--- src/rtl/vga_quadrant_renderer.sv ---
// 640x480@60 VGA renderer: white 2x2 grid dividers plus a green box in the player's quadrant.
// Latency: outputs for counter position (h,v) are registered one cycle after the counters hold (h,v).
// Backpressure: none; free-running raster, and X/Y are sampled once per frame on the last cycle.
module vga_quadrant_renderer #(
    parameter int H_VISIBLE = 640,
    parameter int H_FRONT   = 16,
    parameter int H_SYNC    = 96,
    parameter int H_BACK    = 48,
    parameter int V_VISIBLE = 480,
    parameter int V_FRONT   = 10,
    parameter int V_SYNC    = 2,
    parameter int V_BACK    = 33,
    parameter int MARGIN    = 40
) (
    input  logic       clk,
    input  logic       reset,
    input  logic       X,
    input  logic       Y,
    output logic       hsync,
    output logic       vsync,
    output logic [3:0] red,
    output logic [3:0] green,
    output logic [3:0] blue,
    output logic       video_on,
    output logic       frame_start
);

    localparam int H_TOTAL = H_VISIBLE + H_FRONT + H_SYNC + H_BACK;
    localparam int V_TOTAL = V_VISIBLE + V_FRONT + V_SYNC + V_BACK;
    localparam int HW      = $clog2(H_TOTAL);
    localparam int VW      = $clog2(V_TOTAL);

    localparam logic [HW-1:0] H_LAST     = HW'(H_TOTAL - 1);
    localparam logic [HW-1:0] H_VIS_END  = HW'(H_VISIBLE);
    localparam logic [HW-1:0] HS_START   = HW'(H_VISIBLE + H_FRONT);
    localparam logic [HW-1:0] HS_END     = HW'(H_VISIBLE + H_FRONT + H_SYNC);
    localparam logic [HW-1:0] H_HALF     = HW'(H_VISIBLE / 2);
    localparam logic [HW-1:0] H_DIV_LO   = HW'(H_VISIBLE / 2 - 1);
    localparam logic [HW-1:0] H_BOX_LO   = HW'(MARGIN);
    localparam logic [HW-1:0] H_BOX_HI   = HW'(H_VISIBLE / 2 - MARGIN);

    localparam logic [VW-1:0] V_LAST     = VW'(V_TOTAL - 1);
    localparam logic [VW-1:0] V_VIS_END  = VW'(V_VISIBLE);
    localparam logic [VW-1:0] VS_START   = VW'(V_VISIBLE + V_FRONT);
    localparam logic [VW-1:0] VS_END     = VW'(V_VISIBLE + V_FRONT + V_SYNC);
    localparam logic [VW-1:0] V_HALF     = VW'(V_VISIBLE / 2);
    localparam logic [VW-1:0] V_DIV_LO   = VW'(V_VISIBLE / 2 - 1);
    localparam logic [VW-1:0] V_BOX_LO   = VW'(MARGIN);
    localparam logic [VW-1:0] V_BOX_HI   = VW'(V_VISIBLE / 2 - MARGIN);

    logic [HW-1:0] hcount;
    logic [VW-1:0] vcount;
    logic          pos_x;
    logic          pos_y;
    logic          end_of_line;
    logic          end_of_frame;

    // Decoded pixel attributes for the current counter position
    logic          visible;
    logic          hsync_nxt;
    logic          vsync_nxt;
    logic          qx;
    logic          qy;
    logic [HW-1:0] lx;
    logic [VW-1:0] ly;
    logic          on_divider;
    logic          in_box;
    logic [11:0]   rgb_nxt;

    assign end_of_line  = (hcount == H_LAST);
    assign end_of_frame = end_of_line && (vcount == V_LAST);

    // Raster counters: hcount every cycle, vcount on each line wrap
    always_ff @(posedge clk or posedge reset) begin
        if (reset) begin
            hcount <= '0;
            vcount <= '0;
        end else if (end_of_line) begin
            hcount <= '0;
            if (vcount == V_LAST) begin
                vcount <= '0;
            end else begin
                vcount <= vcount + 1'b1;
            end
        end else begin
            hcount <= hcount + 1'b1;
        end
    end

    // Player position is taken only on the last cycle of a frame so a frame never tears
    always_ff @(posedge clk or posedge reset) begin
        if (reset) begin
            pos_x <= 1'b0;
            pos_y <= 1'b0;
        end else if (end_of_frame) begin
            pos_x <= X;
            pos_y <= Y;
        end
    end

    // Pixel classification: sync windows, quadrant-local coordinates, colour priority
    always_comb begin
        visible    = (hcount < H_VIS_END) && (vcount < V_VIS_END);
        hsync_nxt  = !((hcount >= HS_START) && (hcount < HS_END));
        vsync_nxt  = !((vcount >= VS_START) && (vcount < VS_END));
        qx         = (hcount >= H_HALF);
        qy         = (vcount < V_HALF);
        lx         = qx ? (hcount - H_HALF) : hcount;
        ly         = qy ? vcount : (vcount - V_HALF);
        on_divider = (hcount == H_DIV_LO) || (hcount == H_HALF) ||
                     (vcount == V_DIV_LO) || (vcount == V_HALF);
        in_box     = (qx == pos_x) && (qy == pos_y) &&
                     (lx >= H_BOX_LO) && (lx < H_BOX_HI) &&
                     (ly >= V_BOX_LO) && (ly < V_BOX_HI);
        rgb_nxt    = 12'h000;
        if (visible) begin
            if (on_divider) begin
                rgb_nxt = 12'hFFF;
            end else if (in_box) begin
                rgb_nxt = 12'h0F0;
            end
        end
    end

    // Output registers keep sync, colour and markers aligned to the same pixel
    always_ff @(posedge clk or posedge reset) begin
        if (reset) begin
            hsync       <= 1'b1;
            vsync       <= 1'b1;
            red         <= 4'h0;
            green       <= 4'h0;
            blue        <= 4'h0;
            video_on    <= 1'b0;
            frame_start <= 1'b0;
        end else begin
            hsync       <= hsync_nxt;
            vsync       <= vsync_nxt;
            red         <= rgb_nxt[11:8];
            green       <= rgb_nxt[7:4];
            blue        <= rgb_nxt[3:0];
            video_on    <= visible;
            frame_start <= (hcount == '0) && (vcount == '0);
        end
    end

endmodule

--- config.mk ---
export PLATFORM = sky130hd
export DESIGN_NAME = vga_quadrant_renderer
export DESIGN_NICKNAME = d
export VERILOG_FILES = /design/src/rtl/vga_quadrant_renderer.sv
export SDC_FILE = /design/constraint.sdc
export NUM_CORES = 1
export LEC_CHECK = 0
export ABC_AREA = 1
export CELL_PAD_IN_SITES_DETAIL_PLACEMENT = 1
export CELL_PAD_IN_SITES_GLOBAL_PLACEMENT = 1
export CORE_MARGIN = 3
export CORE_UTILIZATION = 25
export CTS_CLUSTER_DIAMETER = 50
export DETAILED_ROUTE_END_ITERATION = 8
export MAX_ROUTING_LAYER = met4
export PLACE_DENSITY = 0.62
export SYNTH_ARGS = -nofsm -noshare
export SYNTH_HDL_FRONTEND = slang
export SYNTH_SLANG_ARGS = --single-unit
--- constraint.sdc ---
create_clock -name clk -period 2.47 [get_ports clk]
set_clock_uncertainty 0.15 [all_clocks]
set_input_delay 0.247 -clock clk [delete_from_list [all_inputs] [get_ports clk]]
set_output_delay 0.247 -clock clk [all_outputs]
set_load 0.005 [all_outputs]
==> flow_results.xml <==
<?xml version="1.0" encoding="UTF-8"?>
<metrics>
  <group name="status">
    <metric name="status" unit="">completed</metric>
  </group>
  <group name="sta">
    <metric name="timing.final.setup_violations" unit="">0</metric>
    <metric name="rsz_0062_raised_after_global_routing" unit="">no</metric>
    <metric name="worst_slew_pin_slew" unit="ns">0.391</metric>
    <metric name="timing_max_transition_violations_final" unit="">0</metric>
    <metric name="clock.fmax" unit="MHz">485</metric>
    <metric name="finalWorstPathRequiredPeriod" unit="ns">2.06</metric>
    <metric name="final_sum_of_negative_setup_slack" unit="ns">0</metric>
    <metric name="hold_violations" unit="">0</metric>
    <metric name="max-slew-margin-rel" unit="%">73.9</metric>
    <metric name="tcrit_tclk_final" unit="%">83.4</metric>
  </group>
  <group name="cells_and_area">
    <metric name="stdcell_count" unit="">368</metric>
    <metric name="antennaDiodeCount" unit="">0</metric>
    <metric name="num-nets-final" unit="">286</metric>
    <metric name="layout-drive-gt1-share" unit="%">8.55</metric>
    <metric name="area_delta_synth_final" unit="%">15.8</metric>
    <metric name="fillerInstances" unit="">896</metric>
  </group>
  <group name="setup_path">
    <metric name="worst-path-max-fanout" unit="">10</metric>
    <metric name="rr_startpoint" unit="">hcount[6]$_DFF_PP0_</metric>
    <metric name="critPathArrivalTime" unit="ns">2.12</metric>
    <metric name="timing.critical_path.cells" unit="">inv_1 -&gt; ha_1 -&gt; nand3_1 -&gt; nor2_4 -&gt; nand2_4 -&gt; inv_6 -&gt; nand2_4 -&gt; nor2_4 -&gt; a21oi_1 -&gt; nor3_1</metric>
    <metric name="setup.worst_path.class" unit="">reg -&gt; reg</metric>
    <metric name="crit_path_max_incr_delay" unit="ns">0.44</metric>
    <metric name="cp-start-kind" unit="">register</metric>
    <metric name="slowest_stage" unit="">dfrtp_1</metric>
    <metric name="critical_path.startpoint" unit="">hcount[6]$_DFF_PP0_</metric>
    <metric name="critPathRequiredTime" unit="ns">2.53</metric>
    <metric name="worst_setup_path_end_kind" unit="">register</metric>
    <metric name="setup.reg_to_reg.worst_slack" unit="ns">0.41</metric>
  </group>
  <group name="clock_network">
    <metric name="clkTransAtPathRegs" unit="ns">0.11</metric>
    <metric name="largest_buffer_count_on_any_clock_path" unit="">2</metric>
    <metric name="postCtsSetupRepairBufs" unit="">0</metric>
    <metric name="worst_skew_pair.late_latency" unit="ns">0.29</metric>
    <metric name="h-tree-depth" unit="">1</metric>
    <metric name="clock_sinks" unit="">28</metric>
    <metric name="cts-buffers-inserted" unit="">3</metric>
    <metric name="post_cts_resize_count" unit="">0</metric>
    <metric name="cts_root_buffer" unit="">clkbuf_8</metric>
    <metric name="cts_hold_repair.buffers" unit="">0</metric>
    <metric name="tritoncts" unit="">built</metric>
  </group>
  <group name="place">
    <metric name="port_buffers" unit="">19</metric>
    <metric name="dp_hpwl" unit="mm">3.89</metric>
    <metric name="dpl.cell_count" unit="">364</metric>
    <metric name="place_congestion" unit="">0.886</metric>
  </group>
  <group name="global_routing">
    <metric name="grt_antenna_before_repair" unit="">0</metric>
    <metric name="number_of_global_route_vias_before_repair" unit="">1692</metric>
    <metric name="grt_max_degree" unit="">29</metric>
    <metric name="grt_overflow_total" unit="">0</metric>
    <metric name="global_route.usage.total" unit="%">12.6</metric>
    <metric name="global_route_wire_length_before_repair" unit="mm">8.55</metric>
  </group>
  <group name="logic_synthesis">
    <metric name="dominantRegCellSynth" unit="">dfrtp_1</metric>
    <metric name="synth_largest_area_cell" unit="">dfrtp_1</metric>
    <metric name="syn-num-nets" unit="">271</metric>
    <metric name="synth-edff-count" unit="">0</metric>
    <metric name="yosys_warnings" unit="">0</metric>
    <metric name="ys_top_cells_by_area" unit="">dfrtp_1, nand2_1, ha_1</metric>
    <metric name="synth.ff_latch_count" unit="">28</metric>
    <metric name="yosys.cell_count.top_type" unit="">nand2_1</metric>
    <metric name="ys_top_cells_by_count" unit="">nand2_1, inv_1, dfrtp_1</metric>
    <metric name="synth.yosys.seq_area_share" unit="%">36.7</metric>
    <metric name="synthDominantCellAreaShare" unit="%">34.0</metric>
    <metric name="synth_cell_types" unit="">29</metric>
    <metric name="syn_inst_count" unit="">255</metric>
    <metric name="syn_area" unit="mm2">0.00191</metric>
    <metric name="synthesis.area_per_instance" unit="um2">7.51</metric>
    <metric name="async_flop_share" unit="%">100</metric>
  </group>
  <group name="detailed_routing">
    <metric name="initialDrtViolationCount" unit="">55</metric>
    <metric name="routed_via_density" unit="">4.51</metric>
    <metric name="drc" unit="">0</metric>
    <metric name="drt-total-wl" unit="mm">4.95</metric>
    <metric name="route.vias.total" unit="">1661</metric>
    <metric name="drt_first_pass_iters" unit="">4</metric>
    <metric name="route.antenna.remaining_nets" unit="">0</metric>
    <metric name="wl_per_cell" unit="um">13.5</metric>
  </group>
  <group name="die">
    <metric name="floorplan.die.height" unit="um">93.5</metric>
    <metric name="die-area" unit="mm2">0.00874</metric>
    <metric name="core_box_area" unit="mm2">0.00733</metric>
    <metric name="initial_utilization" unit="%">26.1</metric>
    <metric name="floorplan.rows" unit="">31</metric>
    <metric name="fp.dieW" unit="um">93.5</metric>
    <metric name="pin_count" unit="">20</metric>
  </group>
  <group name="job">
    <metric name="max_cap_viol_count" unit="">0</metric>
  </group>
  <group name="hold_path">
    <metric name="min_path_type" unit="">in -&gt; async</metric>
  </group>
  <group name="pwr">
    <metric name="power_per_cell_area" unit="mW/mm2">353</metric>
    <metric name="maximum_resistive_drop_on_vdd" unit="uV">168</metric>
    <metric name="cellLeakagePower" unit="nW">1.05</metric>
  </group>
</metrics>
==> final timing paths <==
check	endpoint	cells past startpoint
max	vcount[9]$_DFFE_PP0N_	10
min in group clk	hcount[0]$_DFF_PP0_	1
max in group asynchronous	hsync$_DFF_PP1_	3
min reg2reg	hcount[0]$_DFF_PP0_	1
min	vcount[1]$_DFFE_PP0N_	3
max reg2reg	vcount[9]$_DFFE_PP0N_	10
==> flip-flops by register name, indices dropped and copies added (netlist names) <==
name and cells:
vcount 10, vsync 1, video_on 1, hsync 1
frame_start 1, green 1, pos_y 1, pos_x 1
hcount 10, blue 1
==> final cells by class <==
class                   count  area, um2  share of cell area [%]
multi-input cells         177        973                    43.9
clock buffers               4       55.1                    2.48
flip-flops and latches     28        703                    31.7
inverters                  38        148                    6.66
repair buffers             22        213                    9.60
well taps                  99        124                    5.59
==> through the flow <==
stage               area, um2  utilization (%)  setup WS, ns  hold WS (ns)  power, mW
floorplan                1910                -         0.708         0.161      0.474
global placement         2160             29.5         0.385         0.369      0.484
detailed placement       2160             29.5         0.421         0.361      0.484
CTS                      2220             30.2         0.381         0.186      0.805
global route             2220             30.2         0.175         0.206      0.821
finish                   2220             30.2         0.409         0.177      0.782
==> cell usage in the layout, fill, tap and decap left out, drive strengths merged <==
master,instances
a211oi,1
a21boi,1
a21oi,9
buf,3
clkbuf,4
clkdlybuf4s50,19
dfrtp,26
dfstp,2
ha,12
inv,38
nand2,60
nand3,22
nand3b,1
nand4,4
nor2,29
nor3,6
nor3b,1
nor4,1
o2111ai,1
o211ai,2
o21ai,21
o31ai,1
xor2,5
==> logic make-up after synthesis <==
family          Yosys count  share of synthesized area (%)
fa+ha+maj                12                           7.84
xor+xnor                  5                           2.29
flops                    28                           36.7
simple gates            124                           30.5
compound gates           36                           10.3
buf+inv                  50                           12.4
==> report_power, final <==
group          internal [mW]  leakage (nW)  total, mW  switching [mW]
sequential             0.458         0.354      0.458               0
combinational        0.00531         0.669     0.0160          0.0107
clock                  0.143        0.0288      0.308           0.164
==> layer usage <==
metal  up-vias  track usage [%]  routed length [um]
li1        837                -                   -
met1       791             17.6                2520
met2        31             19.5                2260
met3         2             1.21                 136
met4         0             3.66                  41
met5         -                -                   0
==> worst max-delay path: cells and delay by family (launching register included) <==
kind	cells	cell delay, ns
AND/OR/NAND/NOR	6	0.75
flip-flops	1	0.44
AO/OA/AOI/OAI	1	0.07
adder cells (fa/ha/maj)	1	0.26
buffers and inverters	2	0.31
Note: power is estimated with default switching activity, not from simulation.
